[src/rtl/posit_defines.sv]
// Shared types and helpers for the quire-to-posit rounding pipeline.
// Holds the per-stage flag bundle and posit/quire geometry functions.
package posit_defines;

  typedef struct packed {
    logic sign;
    logic zero;
    logic nar;
  } quire_flags_t;

  function automatic int quire_frac(input int n, input int es);
    return (1 << (es + 1)) * (n - 2);
  endfunction

  // Fraction bits kept after normalisation: largest fraction plus guard.
  function automatic int keep_bits(input int n, input int es);
    return (n - 2 - es > 0) ? (n - 2 - es) : 1;
  endfunction

  function automatic logic [63:0] maxpos_field(input int n);
    return (64'd1 << (n - 1)) - 64'd1;
  endfunction

  function automatic logic [63:0] minpos_field();
    return 64'd1;
  endfunction

endpackage

[src/rtl/LOD_N.sv]
// Leading-one detector: returns the count of zeros above the first one.
// An all-zero input reports zero; callers flag that case separately.
module LOD_N #(
  parameter int N = 128
) (
  input  logic [N-1:0]         vec,
  output logic [$clog2(N)-1:0] lzc
);

  logic found;

  always_comb begin
    lzc   = '0;
    found = 1'b0;
    for (int i = N - 1; i >= 0; i--) begin
      if (!found && vec[i]) begin
        found = 1'b1;
        lzc   = $clog2(N)'(N - 1 - i);
      end
    end
  end

endmodule

[src/rtl/posit_quire_round_pipe.sv]
// Three-stage pipeline rounding a fixed-point quire to an n-bit posit.
// Stages: sign/magnitude, normalise, regime build and RNE rounding.
module posit_quire_round_pipe
  import posit_defines::*;
#(
  parameter int QUIRE_WIDTH = 128,
  parameter int POSIT_WIDTH = 16,
  parameter int POSIT_ES    = 1,
  parameter int QUIRE_FRAC  = quire_frac(POSIT_WIDTH, POSIT_ES)
) (
  input  logic                   clk,
  input  logic                   rst,
  input  logic [QUIRE_WIDTH-1:0] s_quire,
  input  logic                   s_valid,
  output logic                   s_ready,
  output logic [POSIT_WIDTH-1:0] m_posit,
  output logic                   m_inexact,
  output logic                   m_sat,
  output logic                   m_valid,
  input  logic                   m_ready
);

  localparam int QW = QUIRE_WIDTH;
  localparam int N  = POSIT_WIDTH;
  localparam int LW = $clog2(QW);
  localparam int SW = LW + 2;
  localparam int FB = keep_bits(N, POSIT_ES);
  localparam int B  = 2 + POSIT_ES + FB;
  localparam int X  = B + N;

  localparam logic [N-2:0] MAXF = (N-1)'(maxpos_field(N));
  localparam logic [N-2:0] MINF = (N-1)'(minpos_field());

  typedef struct packed {
    quire_flags_t   f;
    logic [QW-1:0]  mag;
  } s1_t;

  typedef struct packed {
    quire_flags_t   f;
    logic [SW-1:0]  scale;
    logic           hidden;
    logic [FB-1:0]  frac;
    logic           sticky;
  } s2_t;

  logic en;
  logic v1, v2;
  s1_t  s1_d, s1_q;
  s2_t  s2_d, s2_q;

  assign en      = ~m_valid | m_ready;
  assign s_ready = en;

  always_comb begin
    s1_d        = '0;
    s1_d.f.sign = s_quire[QW-1];
    s1_d.f.zero = ~|s_quire;
    s1_d.f.nar  = s_quire[QW-1] & ~|s_quire[QW-2:0];
    s1_d.mag    = s_quire[QW-1] ? -s_quire : s_quire;
  end

  logic [LW-1:0] lzc;
  logic [QW-1:0] norm;

  LOD_N #(.N(QW)) u_lod (
    .vec (s1_q.mag),
    .lzc (lzc)
  );

  always_comb begin
    norm        = s1_q.mag << lzc;
    s2_d        = '0;
    s2_d.f      = s1_q.f;
    s2_d.scale  = SW'(QW - 1 - QUIRE_FRAC) - SW'(lzc);
    s2_d.hidden = norm[QW-1];
    s2_d.frac   = norm[QW-2 -: FB];
    s2_d.sticky = |norm[QW-2-FB:0];
  end

  logic signed [SW-1:0] k;
  logic [SW-1:0]        sh, shc;
  logic [B-1:0]         exp_b, base;
  logic signed [X-1:0]  vec_s;
  logic [X-1:0]         shifted;
  logic [N-2:0]         fld, mag_f;
  logic                 grd, stk, clamp, zero_c;
  logic [N-1:0]         rnd, pos;
  logic [N-1:0]         posit_d;
  logic                 inexact_d, sat_d;

  // Arithmetic shift of "10.." or "01.." grows the regime run with the
  // correct fill bit, so both regime signs share one shifter.
  always_comb begin
    k       = $signed(s2_q.scale) >>> POSIT_ES;
    sh      = k[SW-1] ? ~k : k;
    shc     = (sh > SW'(N)) ? SW'(N) : sh;
    exp_b   = B'(s2_q.scale) & B'((1 << POSIT_ES) - 1);
    base    = (B'({~k[SW-1], k[SW-1]}) << (POSIT_ES + FB))
            | (exp_b << FB)
            | B'(s2_q.frac);
    vec_s   = {base, {N{1'b0}}};
    shifted = vec_s >>> shc;
    fld     = shifted[X-1 -: N-1];
    grd     = shifted[X-N];
    stk     = (|shifted[X-N-1:0]) | s2_q.sticky;
    rnd     = {1'b0, fld} + {{(N-1){1'b0}}, grd & (stk | fld[0])};
    clamp   = 1'b0;
    mag_f   = rnd[N-2:0];
    if (rnd[N-1]) begin
      mag_f = MAXF;
      clamp = 1'b1;
    end else if (rnd[N-2:0] == '0) begin
      mag_f = MINF;
      clamp = 1'b1;
    end
    pos    = {1'b0, mag_f};
    zero_c = s2_q.f.zero | ~s2_q.hidden;
  end

  always_comb begin
    posit_d   = '0;
    inexact_d = 1'b0;
    sat_d     = 1'b0;
    unique case (1'b1)
      s2_q.f.nar: begin
        posit_d = {1'b1, {(N-1){1'b0}}};
      end
      zero_c: begin
        posit_d = '0;
      end
      default: begin
        posit_d   = s2_q.f.sign ? -pos : pos;
        inexact_d = grd | stk | clamp;
        sat_d     = clamp;
      end
    endcase
  end

  always_ff @(posedge clk) begin
    if (rst) begin
      v1        <= 1'b0;
      v2        <= 1'b0;
      m_valid   <= 1'b0;
      m_posit   <= '0;
      m_inexact <= 1'b0;
      m_sat     <= 1'b0;
    end else if (en) begin
      v1      <= s_valid;
      v2      <= v1;
      m_valid <= v2;
      if (v2) begin
        m_posit   <= posit_d;
        m_inexact <= inexact_d;
        m_sat     <= sat_d;
      end
    end
  end

  always_ff @(posedge clk) begin
    if (en && s_valid) s1_q <= s1_d;
    if (en && v1)      s2_q <= s2_d;
  end

endmodule

[config.mk]
export PLATFORM = sky130hd
export DESIGN_NAME = posit_quire_round_pipe
export DESIGN_NICKNAME = d
export VERILOG_FILES = /design/src/rtl/posit_defines.sv /design/src/rtl/LOD_N.sv /design/src/rtl/posit_quire_round_pipe.sv
export SDC_FILE = /design/constraint.sdc
export NUM_CORES = 1
export LEC_CHECK = 0
export CORE_UTILIZATION = 50
export DETAILED_ROUTE_END_ITERATION = 8
export GPL_TIMING_DRIVEN = 1
export HOLD_SLACK_MARGIN = 0.06
export PLACE_DENSITY = 0.78
export SKIP_LAST_GASP = 1
export SYNTH_ARGS = -nofsm -noshare
export SYNTH_HDL_FRONTEND = slang
export SYNTH_SLANG_ARGS = --single-unit
[constraint.sdc]
create_clock -name clk -period 17 [get_ports clk]
set_clock_uncertainty 0.2 [all_clocks]
set_input_delay 3.4 -clock clk [delete_from_list [all_inputs] [get_ports clk]]
set_output_delay 3.4 -clock clk [all_outputs]
set_load 0.05 [all_outputs]
Word level (Yosys, flattened, before mapping). Cells that the tools add are included.

Output and inout port bits: 20. Input port bits: 132. Flip-flop bits (word level): 178.

Bitwise gates (word level): 14. Shift-type cells: 2. Add/subtract/negate cells: 4. Muxes and demuxes: 265. $lt $le $gt $ge: 1. Reductions and logical operators: 265.

Operators by type and width (number): $mux W7 (64); $mux W6 (32); $mux W1 (132); $logic_and A1 B1 Y1 (129); $logic_not A1 Y1 (129); $neg A128 Y128 (1); $reduce_or A128 Y1 (1); $shl A128 B7 Y128 (1); $mux W127 (1); $reduce_or A127 Y1 (1); $reduce_or A114 Y1 (1); $mux W5 (16); $mux W4 (8); $pmux W16 S2 (1); $sshr A32 B9 Y32 (1); $mux W15 (2); $mux W9 (2); $add A15 B1 Y16 (1); $mux W16 (1); $neg A15 Y16 (1); $or A16 B13 Y16 (1); $or A16 B14 Y16 (1); $reduce_or A16 Y1 (1); $logic_not A15 Y1 (1); other kinds (10) (22).

Longest topological paths before layout. Gate-level depths: netlist (run 1).

Depth in word-level cells: 384. Depth in mapped cells: 29.

Cells and area by module. From an unflattened synthesis (run 1), not the netlist that was laid out.

Cell total of the unflattened synthesis: 2581. Area total of the unflattened synthesis: 20716.1 µm².

Modules (own cells, without submodules): posit_quire_round_pipe (instances 1, area an instance 18436.4 µm², cells each 2207); LOD_N (instances 1, area an instance 2279.7 µm², cells each 374).

Least setup slack after synthesis (run 1). OpenSTA, ideal clock, no wires.

Kind: input -> register. Start: input port m_ready. End: register s1_q[0] (netlist name) (enable). Arrival time: 7.240 ns. Required time: 16.295 ns. Path buffers: 1. Library setup time: 0.505 ns. Setup slack: 9.055 ns. Stages: 3. Cells stage by stage: nand2b_1 -> clkbuf_1 -> and2_1.

Cells in the longest elaborated chain, start to end: 2.

RTL lines: start, declared (RTL line posit_quire_round_pipe.sv:20) `input logic m_ready`; $or A1 B1 Y1 (RTL line posit_quire_round_pipe.sv:52) `assign en = ~m_valid | m_ready;`; via s_ready (RTL line posit_quire_round_pipe.sv:15) `output logic s_ready,`; $logic_and A1 B1 Y1 (RTL line posit_quire_round_pipe.sv:161) `if (en && s_valid) s1_q <= s1_d;`; end signal, assigned (RTL line posit_quire_round_pipe.sv:161); end, declared (RTL line posit_quire_round_pipe.sv:49) `s1_t s1_d, s1_q;`.

The timed path passes the listed nets, and every way through them passes these cells. A chain may end at the register's enable or synchronous reset.

Worst setup path in the final report (run 1).
Start: input port m_ready. End: output port s_ready.

Cells in the longest elaborated chain, start to end: 1.

RTL lines (RTL line): $or A1 B1 Y1 (posit_quire_round_pipe.sv:52); end, declared (posit_quire_round_pipe.sv:15).

Every way passes these cells.

==> metrics.txt, run 1 <==
WP data required=13.40 ns; sequential-to-total area share from yosys stat=24.50%; DP HPWL=60.25 mm; Buffers & Inverters on Critical Path=2; Die Wd=206.7 um; CP most frequent cell=clkdlybuf4s50_1; post-CTS setup buffers=0; post-synthesis register bit count=178; cell leakage power=7.431 nW; setup TNS=0 ns; max-cap check violation count=0; CTS buffer count=17; Final ANT Viol Nets=0; fin crit share=50.65%; depth of the worst hold-timing path=0; Clock power frac=23.3%; CP peak stage delay=0.87 ns; row count=74; post-CTS resize count=0; CTS Buffer Depth=2; Post-synth EDFFs=157; CP startpoint kind=input port; core area=0.04111 mm^2; R2R depth=19; PortBufs=151; CTS tree=yes; VDD IR max=0.06547 mV; I/O pins=152; post-synth net total=2866; Clock Latency Late Sink=0.46 ns; Max Clk Rate=116.1 MHz; CP top delay family=buffers and inverters; drt first pass iters=7; sequential cell fraction of total power=36.0%; RSZ-0062 raised after global routing=no; crit-path max FO=10; initial cell density of the core=50.99%; area grow syn2layout=10.36%; top post-synthesis cells by area=edfxtp_1 22%, mux2i_1 6.1%, o21ai_0 5.9%; DP Area=0.02257 mm^2; post-synth cell types=106; layout cells sized above 1=6.114%; Synthesis Warnings=0; post-layout minimum cycle time=8.610 ns; clock root cell=clkbuf_16; post-synth top area cell=edfxtp_1; total power draw=0.001597 W; H-tree Lvls=4; worst hold path type=register to register; Routed WL per cell=23.79 um; first-pass GRT wire length=119.7 mm; DIE AREA=0.04274 mm^2; crit path DAT=5.01 ns; Yosys top cell area share=22.49%; Worst Setup SP=m_ready; crit path kind=input port to primary output; Netlist Area Pre-Place=0.02096 mm^2; hold-fix buffers at CTS=0; Nets=2887; Vias=23330; hold path startpoint=s1_q[130]; R2R Setup Slk=8.84 ns; Max-slew headroom=18.15%; Final Cell Area=0.02313 mm^2; vias in the first global route=20760; total global routing overflow=0; # setup viols final=0; Combinational Power Share=40.7%; Slew Limit Fails=0; Pint=0.0009588 W; Post-Syn Area per Cell=7.678 um^2; worst reg2reg path startpoint=s1_q[123]; critical-path cell list=clkdlybuf4s50_1 > nand2b_1 > clkdlybuf4s50_1; largest net degree at the start of global routing=112; initial antenna violation count=1; Cells after Synth=2730; Async SR Flop Fraction=0%; status=complete, no violations; Critical Path End Type=primary output; Hold Path Sink=s2_q[26]; Pwr Density=69.04 mW/mm^2; GP Congestion=1.007; Chip Height=206.7 um; Critical R2R Capture=s2_q[0]; Worst-path clk slew=0.07 ns; most frequent cells in the layout=267 x nand2_1, 248 x o21ai_0, 210 x nor2_1, 164 x a21oi_1, 157 x edfxtp_1; Final Hold Vio Count=0; Worst Tran Pin Value=1.212 ns; Max stage delay cell, worst path=clkdlybuf4s50_1; Psw=0.0006382 W; vias per cell=7.075; commonest non-fill, non-tap cell in the layout=nand2_1; CTS Sinks=178; Synth Flop Type=edfxtp_1; Iter 0 DRT Violations=3349; remaining design rule violation count=0; Final Routed Wirelength=78.42 mm; Total Routing Usage GR=36.02%; Net Sw Frac=39.96%
==> synthesized netlist by cell type (15+ instances only) <==
master / count
mux2_2: 31
xnor2_1: 136
a211oi_1: 42
nor2b_1: 19
dfxtp_1: 21
buf_2: 56
nor3_1: 80
a22o_1: 19
o22ai_1: 41
o41ai_1: 20
or4_1: 42
a22oi_1: 31
a21o_1: 15
o21ai_0: 248
or2_2: 20
nor2_1: 211
and3_1: 21
o211ai_1: 69
and2_1: 22
mux2i_1: 127
or3_1: 34
nor4_1: 64
a21oi_1: 164
a221oi_1: 29
buf_1: 15
o21ai_1: 23
inv_1: 39
clkbuf_1: 94
o2111ai_1: 16
nand2_1: 267
a31oi_1: 18
nand2b_1: 21
nand4_1: 44
nand3_1: 150
o31ai_1: 50
edfxtp_1: 157
==> logic make-up after synthesis <==
| logic type | after synthesis | share of synthesized area (%) |
|---|---|---|
| xor+xnor | 145 | 6.059 |
| mux | 164 | 8.333 |
| flops | 178 | 24.50 |
| buf+inv | 230 | 4.955 |
| fa+ha+maj | 8 | 0.4298 |
| simple gates | 1062 | 25.91 |
| compound gates | 943 | 29.82 |
==> per-layer routing <==
layer | global-route usage [%] | share of wire (%) | vias up | wire, um
met3 | 5.557 | 10 | 175 | 7916
met5 | 0.6912 | 0 | - | 0
met2 | 52.99 | 43 | 1432 | 33670
met4 | 13.69 | 3.6 | 0 | 2823
met1 | 52.60 | 43 | 11020 | 34010
li1 | - | - | 10700 | -
==> state kept, by name, indices dropped and copies added (netlist names) <==
signal / flops
s1_q: 131
s2_q: 18
m_posit: 16
k: 7
exp_b: 1
m_inexact: 1
m_sat: 1
m_valid: 1
v1: 1
v2: 1
==> power by group through the flow <==
stage	combinational, W	sequential (W)	clock [W]
after global routing	0.000692	0.000578	0.000395
after detailed placement	0.000623	0.000580	0
after global placement	0.000617	0.000578	0
after floorplan	0.000434	0.000558	0
final	0.000650	0.000575	0.000372
after CTS	0.000626	0.000571	0.000378
==> cell type report <==
| cell class | count | area [um^2] |
|---|---|---|
| timing repair buffer | 188 | 1787 |
| clock inverter | 13 | 126.4 |
| fill | 3893 | 17980 |
| multi-input combinational | 2322 | 14810 |
| clock buffer | 19 | 432.9 |
| inverter | 44 | 168.9 |
| sequential | 178 | 5135 |
| antenna | 1 | 2.502 |
| tap | 532 | 665.6 |
==> how the worst max path moves through the flow <==
stage / endpoint / cells after the start
global placement: s1_q[121] / 16
detailed placement: s1_q[121] / 16
CTS: s_ready / 3
global route: s1_q[121] / 16
finish: s_ready / 3
floorplan: s1_q[0] / 3
==> stage by stage <==
stage	instances	setup slack, ns	utilization (%)	hold WS, ns
floorplan	2730	9.055	-	0.2003
global placement	3264	8.202	54.90	0.2033
detailed placement	3264	7.976	54.90	0.2062
CTS	3296	8.382	56.26	0.2214
global route	3297	7.966	56.27	0.2498
finish	3297	8.390	56.27	0.2290
Power figures use the tool's default switching activity.
==> inputs of run 2 (changes only) <==
==> constraint.sdc (replaced) <==
create_clock -name clk -period 8.6 [get_ports clk]
set_clock_uncertainty 0.2 [all_clocks]
set_input_delay 1.72 -clock clk [delete_from_list [all_inputs] [get_ports clk]]
set_output_delay 1.72 -clock clk [all_outputs]
set_load 0.05 [all_outputs]
==> run 2 against run 1 <==
- non-clock buffer count did not move
- global-route usage rose by 0.20 points
- core utilization up 0.13 points
- sequential share of layout area shrank 0.052 points
- total power is 100% higher
- combinational power is 100% higher
- clock-buffer cell count is 1 lower
- design area up 0.23%
- critical path depth is 21 higher
- clock power up 120%
- register-to-register slack worse by 7.9 ns
- flip-flop and latch count unchanged
- critical endpoint is now m_posit[8]
- largest power group unchanged
==> metrics.txt, run 2 (synthesized netlist as in run 1, its figures left out) <==
worst reg2reg path startpoint=k[5] (was s1_q[123]); first-pass GRT wire length=120.3 mm (was 119.7 mm); Final Hold Vio Count=0 (unchanged); Routed WL per cell=24.04 um (was 23.79 um); Worst Tran Pin Value=1.219 ns (was 1.212 ns); PortBufs=151 (unchanged); layout cells sized above 1=6.114% (unchanged); CTS buffer count=17 (unchanged); DR WL met3=9.674 mm (was 7.916 mm); Worst-path clk slew=0.07 ns (about the same); commonest non-fill, non-tap cell in the layout=nand2_1 (unchanged); VDD IR max=0.1058 mV (was 0.06547 mV); CTS Sinks=178 (unchanged); Final Routed Wirelength=79.24 mm (was 78.42 mm); hold-fix buffers at CTS=0 (unchanged); crit path DAT=7.83 ns (was 5.01 ns); CP startpoint kind=register (was input port); Largest regs=s1_q (131), s2_q (18), m_posit (16) (unchanged); Vias=23620 (was 23330); GP Congestion=1.031 (was 1.007); worst hold path type=register to register (unchanged); Max Clk Rate=130.7 MHz; crit path kind=register to register (was input port to primary output); Slew Limit Fails=0 (unchanged); total global routing overflow=0 (unchanged); Chip Height=206.7 um (unchanged); M1 wire length=32.76 mm (was 34.01 mm); Final ANT Viol Nets=0 (unchanged); initial antenna violation count=0 (was 1); Top reg by flops=s1_q (unchanged); Iter 0 DRT Violations=3750 (was 3349); max-cap check violation count=0 (unchanged); Layout Cells excl Fill=3296 (was 3297); DIE AREA=0.04274 mm^2 (unchanged); CTS Buffer Depth=2 (unchanged); post-CTS resize count=0 (unchanged); DP Cell Count=3264 (unchanged); H-tree Lvls=4 (unchanged); crit-path max FO=20 (was 10); row count=74 (unchanged); post-layout minimum cycle time=7.652 ns; Total Routing Usage GR=36.22% (was 36.02%); Nets=2887 (unchanged); top layer in use=met4 (unchanged); WP data required=8.78 ns (was 13.40 ns); ANT cells=0 (was 1); vias per cell=7.167 (was 7.075); Worst Setup SP=k[5] (was m_ready); remaining design rule violation count=0 (unchanged); cell leakage power=7.444 nW (was 7.431 nW); vias in the first global route=20960 (was 20760); clock root cell=clkbuf_16 (unchanged); fin crit share=88.98%; CTS tree=yes (unchanged); core area=0.04111 mm^2 (unchanged); post-CTS setup buffers=0 (unchanged); area of the multi-input gates=0.01481 mm^2 (about the same); setup TNS=0 ns (unchanged); DP HPWL=60.54 mm (was 60.25 mm); Die Wd=206.7 um (unchanged); Fill cells=3826 (was 3893); initial cell density of the core=50.99% (unchanged); Max-slew headroom=16.64% (was 18.15%); Reg area=0.005135 mm^2 (unchanged); most frequent cells in the layout=267 x nand2_1, 248 x o21ai_0, 210 x nor2_1, 164 x a21oi_1, 157 x edfxtp_1 (unchanged); met2 WL=33.61 mm (was 33.67 mm); Pwr Density=139.3 mW/mm^2 (was 69.04 mW/mm^2); area grow syn2layout=10.61% (was 10.36%); I/O pins=152 (unchanged); largest net degree at the start of global routing=129 (was 112); status=complete, no violations (unchanged); Critical Path End Type=register (was primary output); max reg flops=131 (unchanged); RSZ-0062 raised after global routing=no (unchanged); hold path startpoint=s1_q[128] (was s1_q[130]); drt first pass iters=6 (was 7); # setup viols final=0 (unchanged); Clock Latency Late Sink=0.48 ns (was 0.46 ns)
[run 2: final timing paths]
path                     end  slack (ns)  cells past startpoint
hold reg to reg     s2_q[24]        0.23                      0
setup reg to reg  m_posit[8]        0.95                     24
setup / recovery  m_posit[8]        0.95                     24
hold / removal      s2_q[24]        0.23                      0
[run 2: layout make-up]
cell class              instances  area share [%]
clock buffers                  18           1.851
clock inverters                14          0.7232
inverters                      44          0.7285
multi-input cells            2322           63.86
flip-flops and latches        178           22.15
well taps                     532           2.871
repair buffers                188           7.814
[run 2: metrics by stage]
| step | area [um^2] | hold WS, ns | setup slack, ns | total power, W | util, % |
|---|---|---|---|---|---|
| final | 23180 | 0.2262 | 0.9479 | 0.003230 | 56.40 |
| after global routing | 23180 | 0.2369 | 0.5315 | 0.003354 | 56.40 |
| after CTS | 23180 | 0.2280 | 1.222 | 0.003174 | 56.40 |
| after detailed placement | 22590 | 0.2156 | 1.253 | 0.002377 | 54.95 |
| after global placement | 22590 | 0.2021 | 1.432 | 0.002364 | 54.95 |
| after floorplan | 20960 | 0.2003 | 2.335 | 0.001961 | - |
[run 2: power breakdown]
| part | internal [W] | switching (W) | leakage (nW) |
|---|---|---|---|
| registers | 0.00103 | 0.000108 | 1.68 |
| clock network | 0.000438 | 0.000362 | 0.286 |
| logic | 0.000465 | 0.000830 | 5.48 |
| total | 0.00193 | 0.00130 | 7.44 |
[run 2: critical path: stages, from the launching register on]
cell and delay, ns:
edfxtp_1 0.73, nor3_1 0.26, or2_2 0.47, o21ai_1 0.99
mux4_2 0.69, nand2_1 0.10, nand2_1 0.06, a21oi_1 0.14
ha_1 0.20, nand4bb_1 0.27, nor3b_1 0.59, nand2_1 0.14
xnor2_1 0.55, nand4_1 0.28, nor2b_1 0.22, nand3b_1 0.16
and3_1 0.26, ha_1 0.22, nand2_1 0.09, nor4_1 0.10
and2_1 0.18, a21o_1 0.15, a22oi_1 0.27, a21oi_1 0.07
nor3_1 0.16
[run 2: layer usage]
metal  global-route usage, %  vias up
li1                        -    10680
met1                   51.32    11050
met2                   53.25     1657
met3                   7.598      233
met4                   14.81        0
met5                       0        -
